==> src/rtl/data_loader_pkg.sv <==
// Shared types and helpers for the bridge-to-memory data loader:
// FIFO entry layout, FIFO depth, sequencer states and byte selection.
package data_loader_pkg;

    localparam int FIFO_DEPTH = 4;

    typedef struct packed {
        logic [31:0] addr;
        logic        little;
        logic [31:0] data;
    } fifo_entry_t;

    localparam int ENTRY_W = $bits(fifo_entry_t);

    typedef enum logic [1:0] {
        SEQ_IDLE = 2'd0,
        SEQ_EMIT = 2'd1,
        SEQ_GAP  = 2'd2
    } seq_state_t;

    // Byte k lives at base+k; big-endian words keep byte 0 in the top lane (3-k == ~k).
    function automatic logic [7:0] select_byte(input logic [31:0] data,
                                               input logic        little,
                                               input logic [1:0]  k);
        logic [4:0] sh;
        sh = little ? {k, 3'b000} : {~k, 3'b000};
        return data[sh +: 8];
    endfunction

endpackage

==> src/rtl/data_loader_fifo.sv <==
// Small synchronous FIFO with show-ahead read; a push on a full FIFO
// succeeds only when a pop happens in the same cycle.
module data_loader_fifo #(
    parameter int WIDTH = 8,
    parameter int DEPTH = 4
) (
    input  logic             clk,
    input  logic             rst,
    input  logic             push,
    input  logic             pop,
    input  logic [WIDTH-1:0] wdata,
    output logic [WIDTH-1:0] rdata,
    output logic             empty,
    output logic             full
);
    localparam int PTR_W = (DEPTH > 1) ? $clog2(DEPTH) : 1;
    localparam int CNT_W = $clog2(DEPTH + 1);

    logic [WIDTH-1:0] mem_q [DEPTH];
    logic [PTR_W-1:0] wptr_q, wptr_d, rptr_q, rptr_d;
    logic [CNT_W-1:0] count_q, count_d;
    logic             do_push, do_pop;

    function automatic logic [PTR_W-1:0] bump(input logic [PTR_W-1:0] p);
        return (p == PTR_W'(DEPTH - 1)) ? '0 : p + 1'b1;
    endfunction

    assign empty   = (count_q == '0);
    assign full    = (count_q == CNT_W'(DEPTH));
    assign rdata   = mem_q[rptr_q];
    assign do_pop  = pop && !empty;
    assign do_push = push && (!full || do_pop);

    always_comb begin
        wptr_d  = do_push ? bump(wptr_q) : wptr_q;
        rptr_d  = do_pop ? bump(rptr_q) : rptr_q;
        count_d = count_q;
        if (do_push && !do_pop) begin
            count_d = count_q + 1'b1;
        end else if (!do_push && do_pop) begin
            count_d = count_q - 1'b1;
        end
    end

    always_ff @(posedge clk or posedge rst) begin
        if (rst) begin
            wptr_q  <= '0;
            rptr_q  <= '0;
            count_q <= '0;
        end else begin
            wptr_q  <= wptr_d;
            rptr_q  <= rptr_d;
            count_q <= count_d;
        end
    end

    // Storage needs no reset: the count alone decides what is valid.
    always_ff @(posedge clk) begin
        if (do_push) begin
            mem_q[wptr_q] <= wdata;
        end
    end

endmodule

==> src/rtl/data_loader.sv <==
// Splits 32-bit bridge writes into 1/2/4-byte memory writes, paced every
// WRITE_MEM_CLOCK_DELAY cycles. Optional sticky overflow port: DATA_LOADER_OVERFLOW_FLAG_EN.
module data_loader
    import data_loader_pkg::*;
#(
    parameter logic [3:0] ADDRESS_MASK_UPPER_4  = 4'h0,
    parameter int         ADDRESS_SIZE          = 14,
    parameter int         OUTPUT_WORD_SIZE      = 2,
    parameter int         WRITE_MEM_CLOCK_DELAY = 4
) (
    input  logic                          clk_74a,
    input  logic                          reset,
    input  logic                          bridge_wr,
    input  logic                          bridge_endian_little,
    input  logic [31:0]                   bridge_addr,
    input  logic [31:0]                   bridge_wr_data,
    output logic                          write_en,
    output logic [ADDRESS_SIZE:0]         write_addr,
    output logic [8*OUTPUT_WORD_SIZE-1:0] write_data,
    output seq_state_t                    dbg_state
`ifdef DATA_LOADER_OVERFLOW_FLAG_EN
    ,
    output logic                          overflow
`endif
);
    localparam int AW    = ADDRESS_SIZE + 1;
    localparam int DW    = 8 * OUTPUT_WORD_SIZE;
    localparam int WORDS = 4 / OUTPUT_WORD_SIZE;
    localparam int CNT_W = $clog2(WRITE_MEM_CLOCK_DELAY) + 1;

    logic             accept, pop, fifo_empty, fifo_full;
    logic [ENTRY_W-1:0] fifo_rdata;
    fifo_entry_t      push_entry, head;
    logic [AW-1:0]    base;
    logic             unused_ok;

    seq_state_t       state_q, state_d;
    logic [CNT_W-1:0] cnt_q, cnt_d;
    logic [1:0]       idx_q, idx_d;
    logic             write_en_q, write_en_d;
    logic [AW-1:0]    write_addr_q, write_addr_d;
    logic [DW-1:0]    write_data_q, write_data_d;

    assign accept = bridge_wr && (bridge_addr[31:28] == ADDRESS_MASK_UPPER_4);

    always_comb begin
        push_entry                   = '0;
        push_entry.addr[AW-1:0]      = bridge_addr[ADDRESS_SIZE:0];
        push_entry.little            = bridge_endian_little;
        push_entry.data              = bridge_wr_data;
    end

    data_loader_fifo #(
        .WIDTH(ENTRY_W),
        .DEPTH(FIFO_DEPTH)
    ) u_fifo (
        .clk  (clk_74a),
        .rst  (reset),
        .push (accept),
        .pop  (pop),
        .wdata(push_entry),
        .rdata(fifo_rdata),
        .empty(fifo_empty),
        .full (fifo_full)
    );

    assign head      = fifo_entry_t'(fifo_rdata);
    assign base      = head.addr[AW-1:0];
    assign unused_ok = ^{head.addr, bridge_addr};

    // The head word stays in the FIFO until its last slice is written, so a
    // word being emitted still occupies a FIFO slot.
    always_comb begin
        state_d      = state_q;
        cnt_d        = cnt_q;
        idx_d        = idx_q;
        pop          = 1'b0;
        write_en_d   = 1'b0;
        write_addr_d = write_addr_q;
        write_data_d = write_data_q;
        case (state_q)
            SEQ_IDLE: begin
                if (!fifo_empty) begin
                    state_d = SEQ_EMIT;
                    cnt_d   = '0;
                    idx_d   = '0;
                end
            end
            SEQ_EMIT: begin
                if (cnt_q == '0) begin
                    write_en_d   = 1'b1;
                    write_addr_d = base + AW'(int'(idx_q) * OUTPUT_WORD_SIZE);
                    for (int j = 0; j < OUTPUT_WORD_SIZE; j++) begin
                        write_data_d[8*j +: 8] = select_byte(head.data, head.little,
                                                 2'(int'(idx_q) * OUTPUT_WORD_SIZE + j));
                    end
                    if (idx_q == 2'(WORDS - 1)) begin
                        pop     = 1'b1;
                        idx_d   = '0;
                        state_d = SEQ_GAP;
                        cnt_d   = CNT_W'(WRITE_MEM_CLOCK_DELAY - 2);
                    end else begin
                        idx_d = idx_q + 1'b1;
                        cnt_d = CNT_W'(WRITE_MEM_CLOCK_DELAY - 1);
                    end
                end else begin
                    cnt_d = cnt_q - 1'b1;
                end
            end
            SEQ_GAP: begin
                // Next word's first write lands exactly one delay after the last one.
                if (cnt_q != '0) begin
                    cnt_d = cnt_q - 1'b1;
                end else if (!fifo_empty) begin
                    state_d = SEQ_EMIT;
                    idx_d   = '0;
                end else begin
                    state_d = SEQ_IDLE;
                end
            end
            default: begin
                state_d = SEQ_IDLE;
            end
        endcase
    end

    always_ff @(posedge clk_74a or posedge reset) begin
        if (reset) begin
            state_q      <= SEQ_IDLE;
            cnt_q        <= '0;
            idx_q        <= '0;
            write_en_q   <= 1'b0;
            write_addr_q <= '0;
            write_data_q <= '0;
        end else begin
            state_q      <= state_d;
            cnt_q        <= cnt_d;
            idx_q        <= idx_d;
            write_en_q   <= write_en_d;
            write_addr_q <= write_addr_d;
            write_data_q <= write_data_d;
        end
    end

    assign write_en   = write_en_q;
    assign write_addr = write_addr_q;
    assign write_data = write_data_q;
    assign dbg_state  = state_q;

`ifdef DATA_LOADER_OVERFLOW_FLAG_EN
    logic overflow_q, overflow_d;

    always_comb begin
        overflow_d = overflow_q | (accept && fifo_full && !pop);
    end

    always_ff @(posedge clk_74a or posedge reset) begin
        if (reset) begin
            overflow_q <= 1'b0;
        end else begin
            overflow_q <= overflow_d;
        end
    end

    assign overflow = overflow_q;
`endif

endmodule

==> config.mk <==
export PLATFORM = sky130hd
export DESIGN_NAME = data_loader
export DESIGN_NICKNAME = d
export VERILOG_FILES = /design/src/rtl/data_loader_pkg.sv /design/src/rtl/data_loader_fifo.sv /design/src/rtl/data_loader.sv
export SDC_FILE = /design/constraint.sdc
export NUM_CORES = 1
export LEC_CHECK = 0
export BUFFER_PORTS_ARGS = -buffer_cell sky130_fd_sc_hd__buf_2
export CAP_MARGIN = 20
export CORE_ASPECT_RATIO = 1.4
export CORE_UTILIZATION = 53
export CTS_CLUSTER_SIZE = 28
export DETAILED_ROUTE_END_ITERATION = 10
export PLACE_DENSITY = 0.8
export REMOVE_ABC_BUFFERS = 1
export SYNTH_ARGS = -nofsm -noshare
export SYNTH_HDL_FRONTEND = slang
export SYNTH_SLANG_ARGS = --single-unit
export TNS_END_PERCENT = 1
==> constraint.sdc <==
create_clock -name clk_74a -period 3.31 [get_ports clk_74a]
set_input_delay 0.331 -clock clk_74a [delete_from_list [all_inputs] [get_ports clk_74a]]
set_output_delay 0.331 -clock clk_74a [all_outputs]
set_load 0.01 [all_outputs]
==> run metrics <==
clk sinks 238; Worst-Skew Late Latency 520 ps; Worst path slowest cell dfrtp_1; Hold Startpoint bridge_wr_data[11]; combinational power share 30.7%; crit end category flip-flop; largest net degree at the start of global routing 47; gr ovfl total 0; first-pass GRT wire length 29.67 mm; die width 116.6 microns; leading area contributor after synthesis edfxtp_1; WL per Instance 21.30 microns; total wire length 18.98 mm; Area after DPL 0.01048 sq mm; post-CTS sizing 0; Max Clock Freq 0.3278 GHz; sequential power share 40.0%; GRT Overall Usage 21.14%; DIE AREA 0.01895 sq mm; Avg Vias per Cell 5.788; pre-CTS setup slack 309.7 ps; router iterations before antenna repair 5; io pins 102; Slew @ Worst Pin 578.4 ps; nets@finish 719; Root Driver clkbuf_16; largest cells by area after synthesis edfxtp_1 59%, mux4_2 12%, dfrtp_1 12%, mux4_1 3.0%, nand2_1 2.8%; run status complete, no violations; DRT iter0 DRCs 418; DP Wirelength 11.46 mm; Synth cell types 44; Final Hold Viols 0; critical setup path kind flip-flop to flip-flop; cell row count 58; peak supply drop 0.4083 mV; worst hold endpoint u_fifo.mem_q[3][11]$_DFFE_PP_; initial antenna violation count 0; pwr dens 844.9 mW/mm^2; R2R depth 12; CTS tree done; clk slew on worst S/H paths 70 ps; Top FF cell, synth edfxtp_1; #FFs+latches synth 238; FILL cells 1285; P_sw 2.895 mW; Final Skew 25.47 ps; top-area cell type share of the netlist area 59.12%; reg2reg start cnt_q[0]$_DFFE_PP0P_; Period minus WS final 3051 ps; RSZ-0062 raised after global routing false; MaxCap Viol Count 0; vias in the first global route 5451; total negative slack 0 ps; layout cells sized above 1 31.54%; Ys Warns 0; area occupied by multi-input gates 0.002635 sq mm; critical-path cell list inv_1 -> ha_1 -> ha_1 -> nand2_1 -> o211ai_1 -> and3_1 -> ha_1 -> inv_1 -> fa_1 -> xor2_1 -> nor2_1 -> xor2_1; CTS Buf Count 23; Hold/Removal Path Class primary input to flip-flop; startpoint class of the critical path flip-flop; design area 0.01134 sq mm; final setup vio count 0; slew margin rel. 61.44%; post-layout worst setup margin 259.2 ps; FF-to-FF End u_fifo.count_q[2]$_DFFE_PP0P_; Clock power frac 29.4%; commonest non-fill, non-tap cell in the layout edfxtp_1; Static Leak 4.142 nW; Pint 6.684 mW; synthesis-to-finish area growth 16.26%; Worst Path Arrival 3460 ps; initial core utilization 54.19%; Die Ht 162.5 microns; Avg Inst Size Synth 18.43 sq um; GP Congestion 0.7324; share of async-settable or async-resettable flops after synthesis 19.33%; core footprint 0.01800 sq mm; max-slew violation count 0; register area 0.006922 sq mm; CTS Buffer Depth 3; CP most frequent cell ha_1; port bufs 88; Post-DRT Antenna Nets 0; sequential fraction of the synthesis area 70.93%; switching share of power 30.22%; flop2flop setup slack 260 ps; worst path required time 3720 ps; DRC viols 0; H-tree depth 1; Crit Path Max Fanout 10; Final Util 62.99%; hold depth 1; mapped cell area 0.009752 sq mm; CP peak stage delay 400 ps; Gate Count Post-Synth 529; EDFF count, synth 192; most frequent cells in the layout 192 x edfxtp_1, 88 x buf_2, 74 x nand2_1; period utilisation layout 92.17%; routed vias 5157
==> power groups by stage <==
stage / clock, mW / sequential (mW) / combinational (mW)
after global placement: 0 / 3.87 / 2.75
after detailed placement: 0 / 3.90 / 2.91
after CTS: 2.85 / 3.83 / 2.96
after global routing: 2.96 / 3.87 / 3.23
final: 2.81 / 3.83 / 2.94
after floorplan: 0 / 4.09 / 1.83
==> cells in the mapped netlist (6+ instances only) <==
cell type,number
and2_1,6
mux2_2,7
dfrtp_1,46
nand2_1,74
o21ai_0,10
inv_1,15
ha_1,16
nor2_1,14
clkbuf_1,10
buf_2,6
mux4_2,53
mux4_1,11
edfxtp_1,192
==> registers in the layout, indices dropped and copies added (netlist names) <==
register,flops
u_fifo.rptr_q,2
cnt_q,3
idx_q,2
u_fifo.count_q,3
u_fifo.wptr_q,2
write_en,1
u_fifo.mem_q,192
write_data,16
write_addr,15
dbg_state,2
==> metrics by stage <==
stage / hold slack, ps / std cells / total power, mW
4_1_cts: 19.73 / 888 / 9.648
5_1_grt: 21.01 / 890 / 10.06
3_3_place_gp: 454.0 / 846 / 6.623
6_report: 28.42 / 891 / 9.579
2_1_floorplan: 429.9 / 505 / 5.924
3_5_place_dp: 461.7 / 846 / 6.809
==> final cells by class <==
type / count / area share [%]
Clock buffer: 29 / 5.452
Sequential cell: 238 / 61.05
Antenna cell: 1 / 0.02207
Multi-Input combinational cell: 251 / 23.24
Clock inverter: 13 / 1.821
Timing Repair Buffer: 103 / 5.231
Tap cell: 240 / 2.649
Inverter: 16 / 0.5297
==> critical path, delay by kind of cell (launching register included) <==
family                   cells  cell delay (ps)
adder cells (fa/ha/maj)      4             1060
buffers and inverters        2              150
XOR/XNOR                     2              320
AO/OA/AOI/OAI                1              280
flip-flops                   1              400
AND/OR/NAND/NOR              3              760
==> logic make-up (layout without fill, tap and decap cells) <==
group | count (synthesis) | count (layout) | share of synthesized area [%]
DFF | 238 | 238 | 70.93
and+or+nand+nor | 120 | 120 | 5.466
muxes | 71 | 71 | 16.01
buffers and inverters | 40 | 161 | 2.104
AOI/OAI and AO/OA | 35 | 35 | 2.399
adders and majority gates | 18 | 18 | 2.463
xor gates and xnor gates | 7 | 7 | 0.6287
other | 0 | 1 | 0
==> per-layer routing <==
metal	wire length [microns]	vias up	track usage [%]	part of all wire, %
met3	1076	30	4.057	5.7
met4	368	0	7.250	1.9
met2	10390	164	37.63	55
met5	0	-	0	0
li1	-	2294	-	-
met1	7142	2669	25.52	38
==> how the worst max path moves through the flow <==
stage / start / endpoint / cells after the start
after detailed placement: cnt_q[0]$_DFFE_PP0P_ / u_fifo.count_q[2]$_DFFE_PP0P_ / 12
after global routing: cnt_q[0]$_DFFE_PP0P_ / u_fifo.count_q[2]$_DFFE_PP0P_ / 12
after CTS: cnt_q[0]$_DFFE_PP0P_ / u_fifo.count_q[2]$_DFFE_PP0P_ / 12
final: cnt_q[0]$_DFFE_PP0P_ / u_fifo.count_q[2]$_DFFE_PP0P_ / 12
after floorplan: u_fifo.rptr_q[0]$_DFFE_PP0P_ / write_addr[12]$_DFFE_PP0P_ / 6
after global placement: cnt_q[0]$_DFFE_PP0P_ / u_fifo.count_q[2]$_DFFE_PP0P_ / 12
==> timing repair <==
| action | CTS | global route |
|---|---|---|
| setup buffers | 0 | 0 |
| hold buffers | 0 | 1 |
| endpoints found under the hold margin | 0 | 23 |
Note: power is estimated with default switching activity, not from simulation.
